**src/rtl/aes0_pkg.sv**
```systemverilog
// rtl/aes0_pkg.sv - shared types for the AES0 ciphertext buffer; layout depends on AES0_CT_BUF_CYCLE_TAG_EN
package aes0_pkg;
    typedef logic [63:0] ct_word_t;

`ifdef AES0_CT_BUF_CYCLE_TAG_EN
    typedef struct packed {
        logic [127:0] ct;
        logic [31:0]  cycle;
    } ct_entry_t;
    localparam int AES0_CT_WORDS = 3;
`else
    typedef struct packed {
        logic [127:0] ct;
    } ct_entry_t;
    localparam int AES0_CT_WORDS = 2;
`endif

    typedef logic [1:0] word_idx_t;
    localparam word_idx_t AES0_CT_LAST_WORD = word_idx_t'(AES0_CT_WORDS - 1);
endpackage

```
**src/rtl/aes0_ct_fifo_mem.sv**
```systemverilog
// rtl/aes0_ct_fifo_mem.sv - ciphertext entry storage, one write port and an asynchronous read port
module aes0_ct_fifo_mem
    import aes0_pkg::*;
#(
    parameter  int DEPTH = 4,
    localparam int AW    = $clog2(DEPTH)
) (
    input  logic          clk_i,
    input  logic          we,
    input  logic [AW-1:0] waddr,
    input  ct_entry_t     wdata,
    input  logic [AW-1:0] raddr,
    output ct_entry_t     rdata
);
    // Data is qualified by the owner's count, so the array carries no reset.
    ct_entry_t mem [DEPTH];

    always_ff @(posedge clk_i) begin
        if (we) begin
            mem[waddr] <= wdata;
        end
    end

    assign rdata = mem[raddr];
endmodule

```
**src/rtl/aes0_ct_buffer.sv**
```systemverilog
// rtl/aes0_ct_buffer.sv - AES0 ciphertext result FIFO drained as 64-bit read words; cycle tag under AES0_CT_BUF_CYCLE_TAG_EN
module aes0_ct_buffer
    import aes0_pkg::*;
#(
    parameter  int DEPTH    = 4,
    parameter  int CT_WIDTH = 128,
    localparam int AW       = $clog2(DEPTH),
    localparam int CW       = AW + 1
) (
    input  logic                clk_i,
    input  logic                rst_ni,
    input  logic [CT_WIDTH-1:0] ct_i,
    input  logic                ct_valid_i,
    input  logic [31:0]         cycle_i,
    input  logic                flush_i,
    input  logic                lock_i,
    input  logic                pop_i,
    output ct_word_t            data_o,
    output logic [CW-1:0]       count_o,
    output logic                empty_o,
    output logic                full_o,
    output logic                overflow_o
);
    logic          ct_valid_q;
    logic [AW-1:0] wr_ptr_q;
    logic [AW-1:0] rd_ptr_q;
    logic [CW-1:0] count_q;
    word_idx_t     word_idx_q;
    logic          overflow_q;

    logic      capture;
    logic      is_empty;
    logic      is_full;
    logic      pop_ok;
    logic      pop_last;
    logic      accept;
    ct_entry_t wr_entry;
    ct_entry_t head;

    assign capture  = ct_valid_i & ~ct_valid_q;
    assign is_empty = (count_q == '0);
    assign is_full  = (count_q == CW'(DEPTH));
    assign pop_ok   = pop_i & ~lock_i & ~is_empty;
    assign pop_last = pop_ok & (word_idx_q == AES0_CT_LAST_WORD);
    // A last-word pop frees the head slot in time for a same-cycle capture.
    assign accept   = capture & (~is_full | pop_last);

    assign wr_entry.ct = ct_i;
`ifdef AES0_CT_BUF_CYCLE_TAG_EN
    assign wr_entry.cycle = cycle_i;
`else
    logic unused_cycle;
    assign unused_cycle = ^cycle_i;
`endif

    aes0_ct_fifo_mem #(.DEPTH(DEPTH)) u_mem (
        .clk_i (clk_i),
        .we    (accept & ~flush_i),
        .waddr (wr_ptr_q),
        .wdata (wr_entry),
        .raddr (rd_ptr_q),
        .rdata (head)
    );

    always_ff @(posedge clk_i or negedge rst_ni) begin
        if (!rst_ni) begin
            ct_valid_q <= 1'b0;
            wr_ptr_q   <= '0;
            rd_ptr_q   <= '0;
            count_q    <= '0;
            word_idx_q <= '0;
            overflow_q <= 1'b0;
        end else begin
            ct_valid_q <= ct_valid_i;
            if (flush_i) begin
                wr_ptr_q   <= '0;
                rd_ptr_q   <= '0;
                count_q    <= '0;
                word_idx_q <= '0;
                overflow_q <= 1'b0;
            end else begin
                if (accept) begin
                    wr_ptr_q <= wr_ptr_q + AW'(1);
                end
                if (pop_last) begin
                    rd_ptr_q   <= rd_ptr_q + AW'(1);
                    word_idx_q <= '0;
                end else if (pop_ok) begin
                    word_idx_q <= word_idx_q + 2'd1;
                end
                if (accept && !pop_last) begin
                    count_q <= count_q + CW'(1);
                end else if (pop_last && !accept) begin
                    count_q <= count_q - CW'(1);
                end
                if (capture && !accept) begin
                    overflow_q <= 1'b1;
                end
            end
        end
    end

    always_comb begin
        data_o = '0;
        if (!is_empty && !lock_i) begin
            case (word_idx_q)
                2'd0:    data_o = head.ct[63:0];
                2'd1:    data_o = head.ct[127:64];
`ifdef AES0_CT_BUF_CYCLE_TAG_EN
                2'd2:    data_o = {32'b0, head.cycle};
`endif
                default: data_o = '0;
            endcase
        end
    end

    assign count_o    = count_q;
    assign empty_o    = is_empty;
    assign full_o     = is_full;
    assign overflow_o = overflow_q;
endmodule

```
**config.mk**
```make
export PLATFORM = sky130hd
export DESIGN_NAME = aes0_ct_buffer
export DESIGN_NICKNAME = d
export VERILOG_FILES = /design/src/rtl/aes0_pkg.sv /design/src/rtl/aes0_ct_fifo_mem.sv /design/src/rtl/aes0_ct_buffer.sv
export SDC_FILE = /design/constraint.sdc
export NUM_CORES = 1
export LEC_CHECK = 0
export BUFFER_PORTS_ARGS = -buffer_cell sky130_fd_sc_hd__buf_2
export CORE_ASPECT_RATIO = 0.8
export CORE_MARGIN = 8
export CORE_UTILIZATION = 58
export DETAILED_ROUTE_END_ITERATION = 6
export GPL_TIMING_DRIVEN = 1
export PLACE_DENSITY = 0.79
export RECOVER_POWER = 100
export SETUP_SLACK_MARGIN = 0.1
export SLEW_MARGIN = 20
export SYNTH_ARGS = -nofsm -noshare
export SYNTH_HDL_FRONTEND = slang
export SYNTH_HIERARCHICAL = 1
export SYNTH_SLANG_ARGS = --single-unit
```
**constraint.sdc**
```tcl
create_clock -name clk_i -period 12.25 [get_ports clk_i]
set_input_delay 1.225 -clock clk_i [delete_from_list [all_inputs] [get_ports clk_i]]
set_output_delay 1.225 -clock clk_i [all_outputs]
set_load 0.03 [all_outputs]
```
==> After elaboration in Yosys (flattened, before gate mapping) <==
Memory sizes are Yosys's and may differ from the RTL's.
Index checks and enable logic that the tools add are counted.
{ "op_classes": {"reduce_logical": 15, "add_sub_neg": 5, "n_eq_ne": 2, "n_mux": 16, "n_bitwise": 12} }
{ "op_table": {"columns": ["operator", "n"], "rows": [
  ["$pmux 64 s2", 1],
  ["$mux 64", 1],
  ["$mux 2", 7],
  ["$mux 3", 3],
  ["$add 2x1->2 const B", 3],
  ["$and 1x1->1", 6],
  ["$reduce_bool 2->1", 3],
  ["$reduce_bool 3->1", 2],
  ["$not 1->1", 5],
  ["$logic_and 1x1->1", 4],
  ["$logic_not 1->1", 4],
  ["$mux 1", 4],
  ["$add 3x1->3 const B", 1],
  ["$eq 3x3->1 const B", 1],
  ["$logic_not 3->1", 1],
  ["$sub 3x1->3 const B", 1],
  ["$eq 2x1->1 const B", 1],
  ["$logic_not 2->1", 1],
  ["$or 1x1->1", 1]
]} }
{ "totals": {"register_bits": 11, "elab_cells": 57, "n_memories": 1, "mem_bits_rw": 512, "out_inout_bits": 70} }
{ "mem_list": {"columns": ["name", "words", "word_bits", "rd", "rd_clocked_by_memory_dff", "write_ports", "line", "rtl"], "rows": [
  ["u_mem.mem", 4, 128, 1, 0, 1, "aes0_ct_fifo_mem.sv:16", "ct_entry_t mem [DEPTH];"]
]} }

==> Logic depth before layout (Yosys ltp) <==
{ "depth": {"ltp_word": 11, "depth_mapped": 8, "depth_no_buf": 8} }

==> By module <==
The synthesis kept the hierarchy.
{ "modules_own_cells": {"columns": ["mod", "seq_area_each_um2", "area_each_um2", "cells_per_inst", "instances"], "rows": [
  ["aes0_ct_fifo_mem", 15374.7, 18602.8, 672, 1],
  ["aes0_ct_buffer", 275.3, 1686.6, 205, 1]
]} }

==> Least setup slack after synthesis <==
Ideal clock, no wire load.
{ "synth_path": {"path_kind": "input to register", "start": "input lock_i", "end": "memory u_mem/mem[0][0] (netlist name), enable pin", "setup_slack_ns": 0.082, "t_required_ns": 11.452, "setup_ns": 0.798, "t_arrival_ns": 11.370, "cell_stages": 4, "cell_sequence": "nand4bb_1 a31oi_1 nor2b_1 nor3b_1"} }
{ "synth_between": {"elab_chain_cells": 9} }
{ "synth_lines": {"columns": ["element", "line", "rtl"], "rows": [
  ["start, declared", "aes0_ct_buffer.sv:16", "input logic lock_i,"],
  ["$not 1->1", "aes0_ct_buffer.sv:43", "assign pop_ok = pop_i & ~lock_i & ~is_empty;"],
  ["$and 1x1->1 (2 in a row)", "aes0_ct_buffer.sv:43", null],
  ["$and 1x1->1", "aes0_ct_buffer.sv:44", "assign pop_last = pop_ok & (word_idx_q == AES0_CT_LAST_WORD);"],
  ["$or 1x1->1", "aes0_ct_buffer.sv:46", "assign accept = capture & (~is_full | pop_last);"],
  ["$and 1x1->1", "aes0_ct_buffer.sv:46", null],
  ["$and 1x1->1", "aes0_ct_buffer.sv:58", ".we (accept & ~flush_i),"],
  ["$mux 1", "aes0_ct_fifo_mem.sv:19", "if (we) begin"],
  ["$mux 1 (not written as such)", "aes0_ct_fifo_mem.sv:20", "mem[waddr] <= wdata;"],
  ["end, declared", "aes0_ct_fifo_mem.sv:16", null]
]} }
Every way passes these cells.

==> Worst setup path after layout <==
{ "layout_path": {"start": "register word_idx_q[0]", "end": "output data_o[60]"} }
{ "layout_between": {"elab_chain_cells": 3, "word_cells_on_any_way": 4, "cone_classes": "eq/ne: 1; mux: 2; reduce/logical: 1"} }
{ "layout_lines": {"columns": ["element", "line", "rtl"], "rows": [
  ["start, declared", "aes0_ct_buffer.sv:28", "word_idx_t word_idx_q;"],
  ["start signal, assigned", "aes0_ct_buffer.sv:89", "word_idx_q <= word_idx_q + 2'd1;"],
  ["$eq 2x1->1 or $logic_not 2->1 (tied branches)", "aes0_ct_buffer.sv:106", "case (word_idx_q)"],
  ["$pmux 64 s2 *", "aes0_ct_buffer.sv:106", null],
  ["$mux 64 *", "aes0_ct_buffer.sv:105", "if (!is_empty && !lock_i) begin"],
  ["end, declared", "aes0_ct_buffer.sv:18", "output ct_word_t data_o,"]
]} }
Mark *: on every way between the ends. The rest lies on a longest branch, timed or not.

==> results.md <==
- Detailed-route via count: 9,225
- First-pass GRT wire length: 56,900 µm
- TritonCTS sink count: 523
- Crit-path slowest cell: clkbuf_1
- DRC violation count after routing: 0
- Worst Setup Start Kind: register
- RSZ-0062 raised after global routing: no
- Longest individual stage delay on the worst path: 3.18 ns
- Max H-tree Level: 2
- Post-Layout Cell Count: 1,612
- R2R setup slack: 5.02 ns
- CTS tree: done
- Clock transition at path regs: 0.07 ns
- Number of fill cells: 2,350
- WL/cell: 23.4 µm
- CTS Root Cell: clkbuf_16
- Outcome: finished, violations left
- Main synth FF type: edfxtp_1
- Via density: 5.72
- WP depth: 4
- Worst-Margin Slew: 4.40 ns
- Post-route ant nets: 0
- Initial antenna violation count: 6
- Power Density: 160 nW/µm²
- EDFF count, synth: 512
- Placement Cell Area: 21,600 µm²
- Yosys reg bits: 523
- Setup Skew: 0.0243 ns
- Detailed-route wire length: 37,700 µm
- Post-synth top area share: 75.8%
- # port buffers: 203
- Worst hold margin: 0.513 ns
- Most frequent CP cell: clkbuf_1
- Ports: 236
- Mapped cell area: 20,300 µm²
- Total congestion overflow: 0
- Hpwl dp: 21,700 µm
- CP Class: register to primary output
- Total GRT Usage: 18.0%
- Dpl cells: 1,521
- Cells after Synth: 877
- Failing checks: capacitance limit, slew limit
- Area grow syn2layout: 12.7%
- Mapped Nets: 1,044
- Worst R2R Start: word_idx_q[0]
- Top post-synthesis cells by area: edfxtp_1, mux4_2, mux2i_1, dfrtp_1, nor2_1
- 1st-iter DRT viols: 768
- Critical Path Start: word_idx_q[0]
- Busiest grt layer: met2
- PostCTS Resize Cnt: 0
- CTS max path bufs: 3
- Finished Cell Area: 22,900 µm²
- Pleak: 6.86 nW
- Slew Viols, Final: 442
- Family with the most delay on the worst path: buffers and inverters
- Clk_lat worst skew: 0.56 ns
- Post-synth cell types: 38
- Setup TNS: 0 ns
- Max_slew headroom: -194%
- Reg2reg path depth: 5
- Final nets: 1,266
- Max cap viols: 9
- Vias in the first global route: 9,969
- Worst EP required: 11.02 ns
- First drt pass iteration count: 5
- Final period utilization: 60.7%
- Reg area: 15,700 µm²
- GP Congestion: 0.754
- Syn Area/Cell: 23.1 µm²
- # setup viols final: 0
- Cells along the critical path: clkbuf_1 -> mux2i_1 -> nor2_4 -> clkbuf_1
- Layout cells sized above 1: 19.5%
- Worst path bufs/invs: 2
- DIE HEIGHT: 183 µm
- CORE AREA: 34,600 µm²
- Largest net degree at the start of global routing: 129
- Die area: 41,300 µm²
- Max Freq: 135 MHz
- Worst Hold Class: register to register
- CTS Buf Count: 48
- Initial Utilization: 58.7%
- Site row count: 61
- Yosys warning total: 6
- Most frequent cells in the layout: edfxtp_1, clkbuf_1, mux4_2
- Min cycle time layout: 7.43 ns
- Met1 Use GR: 23.3%
- Setup crit end kind: primary output
- Hold Buf Count CTS: 0
- Crit path to: data_o[60]
- Die W: 225 µm
- Post-synthesis sequential area ratio: 77.1%
- Met2 GRT Util: 30.7%
- Post-synth top area cell: edfxtp_1
- Most common cell after layout, fill and taps aside: edfxtp_1
- Ys async rst share: 2.10%
- Multi-input logic area: 4200 µm²
- Critical Path Fanout Max: 48
- Hold Vio Cnt, Final: 0
- Buffer count from post-CTS setup fixing: 0
- Peak VDD IR: 0.130 mV
- Crit path DAT: 6.20 ns
- GR Layer Usage met3: 4.21%
- RR Endpoint: u_mem/mem[3][98]
## report_power, final
group	leakage, nW	switching, mW	total, mW	internal [mW]
combinational	1.33	0.124	0.187	0.0631
sequential	4.77	0.0110	2.00	1.99
clock	0.763	0.606	1.46	0.852
total	6.86	0.740	3.65	2.91
## tightest hold or removal path, stage by stage, from the launching register on
cell	delay [ns]
dfrtp_1	0.34
a41oi_1	0.04
nor2_1	0.08
## worst min path at each step
stage / start / endpoint / slack (ns) / cells past startpoint
3_3_place_gp: overflow_o / overflow_o / 0.49 / 2
6_report: overflow_o / overflow_o / 0.51 / 2
2_1_floorplan: word_idx_q[1] / word_idx_q[1] / 0.51 / 2
5_1_grt: overflow_o / overflow_o / 0.55 / 2
3_5_place_dp: overflow_o / overflow_o / 0.50 / 2
4_1_cts: rst_ni / rd_ptr_q[1] / 0.51 / 1
## kinds of logic (layout without fill, tap and decap cells)
| logic type | Yosys count | in the layout | synth area share (%) |
|---|---|---|---|
| adders and majority gates | 1 | 1 | 0.0987 |
| AOI/OAI and AO/OA | 8 | 8 | 0.278 |
| buffers and inverters | 47 | 308 | 2.20 |
| xor gates and xnor gates | 4 | 4 | 0.173 |
| muxes | 195 | 195 | 17.5 |
| other | 0 | 2 | 0 |
| and+or+nand+nor | 99 | 99 | 2.60 |
| DFF | 523 | 523 | 77.1 |
## metrics by stage
stage / total power, mW / setup WS [ns] / utilization (%)
5_1_grt: 3.76 / 4.36 / 66.1
4_1_cts: 3.69 / 7.27 / 67.0
3_5_place_dp: 2.24 / 7.44 / 62.5
6_report: 3.65 / 4.82 / 66.1
2_1_floorplan: 2.16 / 4.68 / -
3_3_place_gp: 2.23 / 7.54 / 62.5
## cell type report
type / count / area share (%)
inverters: 3 / 0.0493
clock inverters: 25 / 1.08
clock buffers: 64 / 5.70
multi-input cells: 307 / 18.4
diodes: 2 / 0.0219
well taps: 472 / 2.58
flip-flops and latches: 523 / 68.5
repair buffers: 216 / 3.74
## state kept, by name (all words and copies together) (netlist names)
register,cells
u_mem/mem,512
ct_valid_q,1
overflow_o,1
word_idx_q,2
rd_ptr_q,2
wr_ptr_q,2
count_o,3
## metal layers
metal / vias to the layer above / wire length, µm / share of wire [%]
li1: 4100 / - / -
met5: - / 64 / 0.17
met2: 215 / 19000 / 51
met1: 4827 / 15700 / 42
met3: 73 / 2090 / 5.5
met4: 10 / 805 / 2.1
## Yosys cell counts, types with 2 or more instances
| library cell | n |
|---|---|
| nand2b_1 | 3 |
| mux2_1 | 2 |
| xnor2_1 | 3 |
| or3_1 | 2 |
| clkbuf_1 | 4 |
| mux2i_1 | 65 |
| buf_12 | 10 |
| nor2_4 | 10 |
| nor3b_1 | 2 |
| a21oi_1 | 2 |
| mux4_2 | 128 |
| nor2_1 | 65 |
| buf_6 | 11 |
| and3b_1 | 2 |
| edfxtp_1 | 512 |
| nor2b_1 | 3 |
| inv_1 | 2 |
| nor3_1 | 3 |
| buf_2 | 19 |
| dfrtp_1 | 11 |
Note: power is estimated with default switching activity, not from simulation.
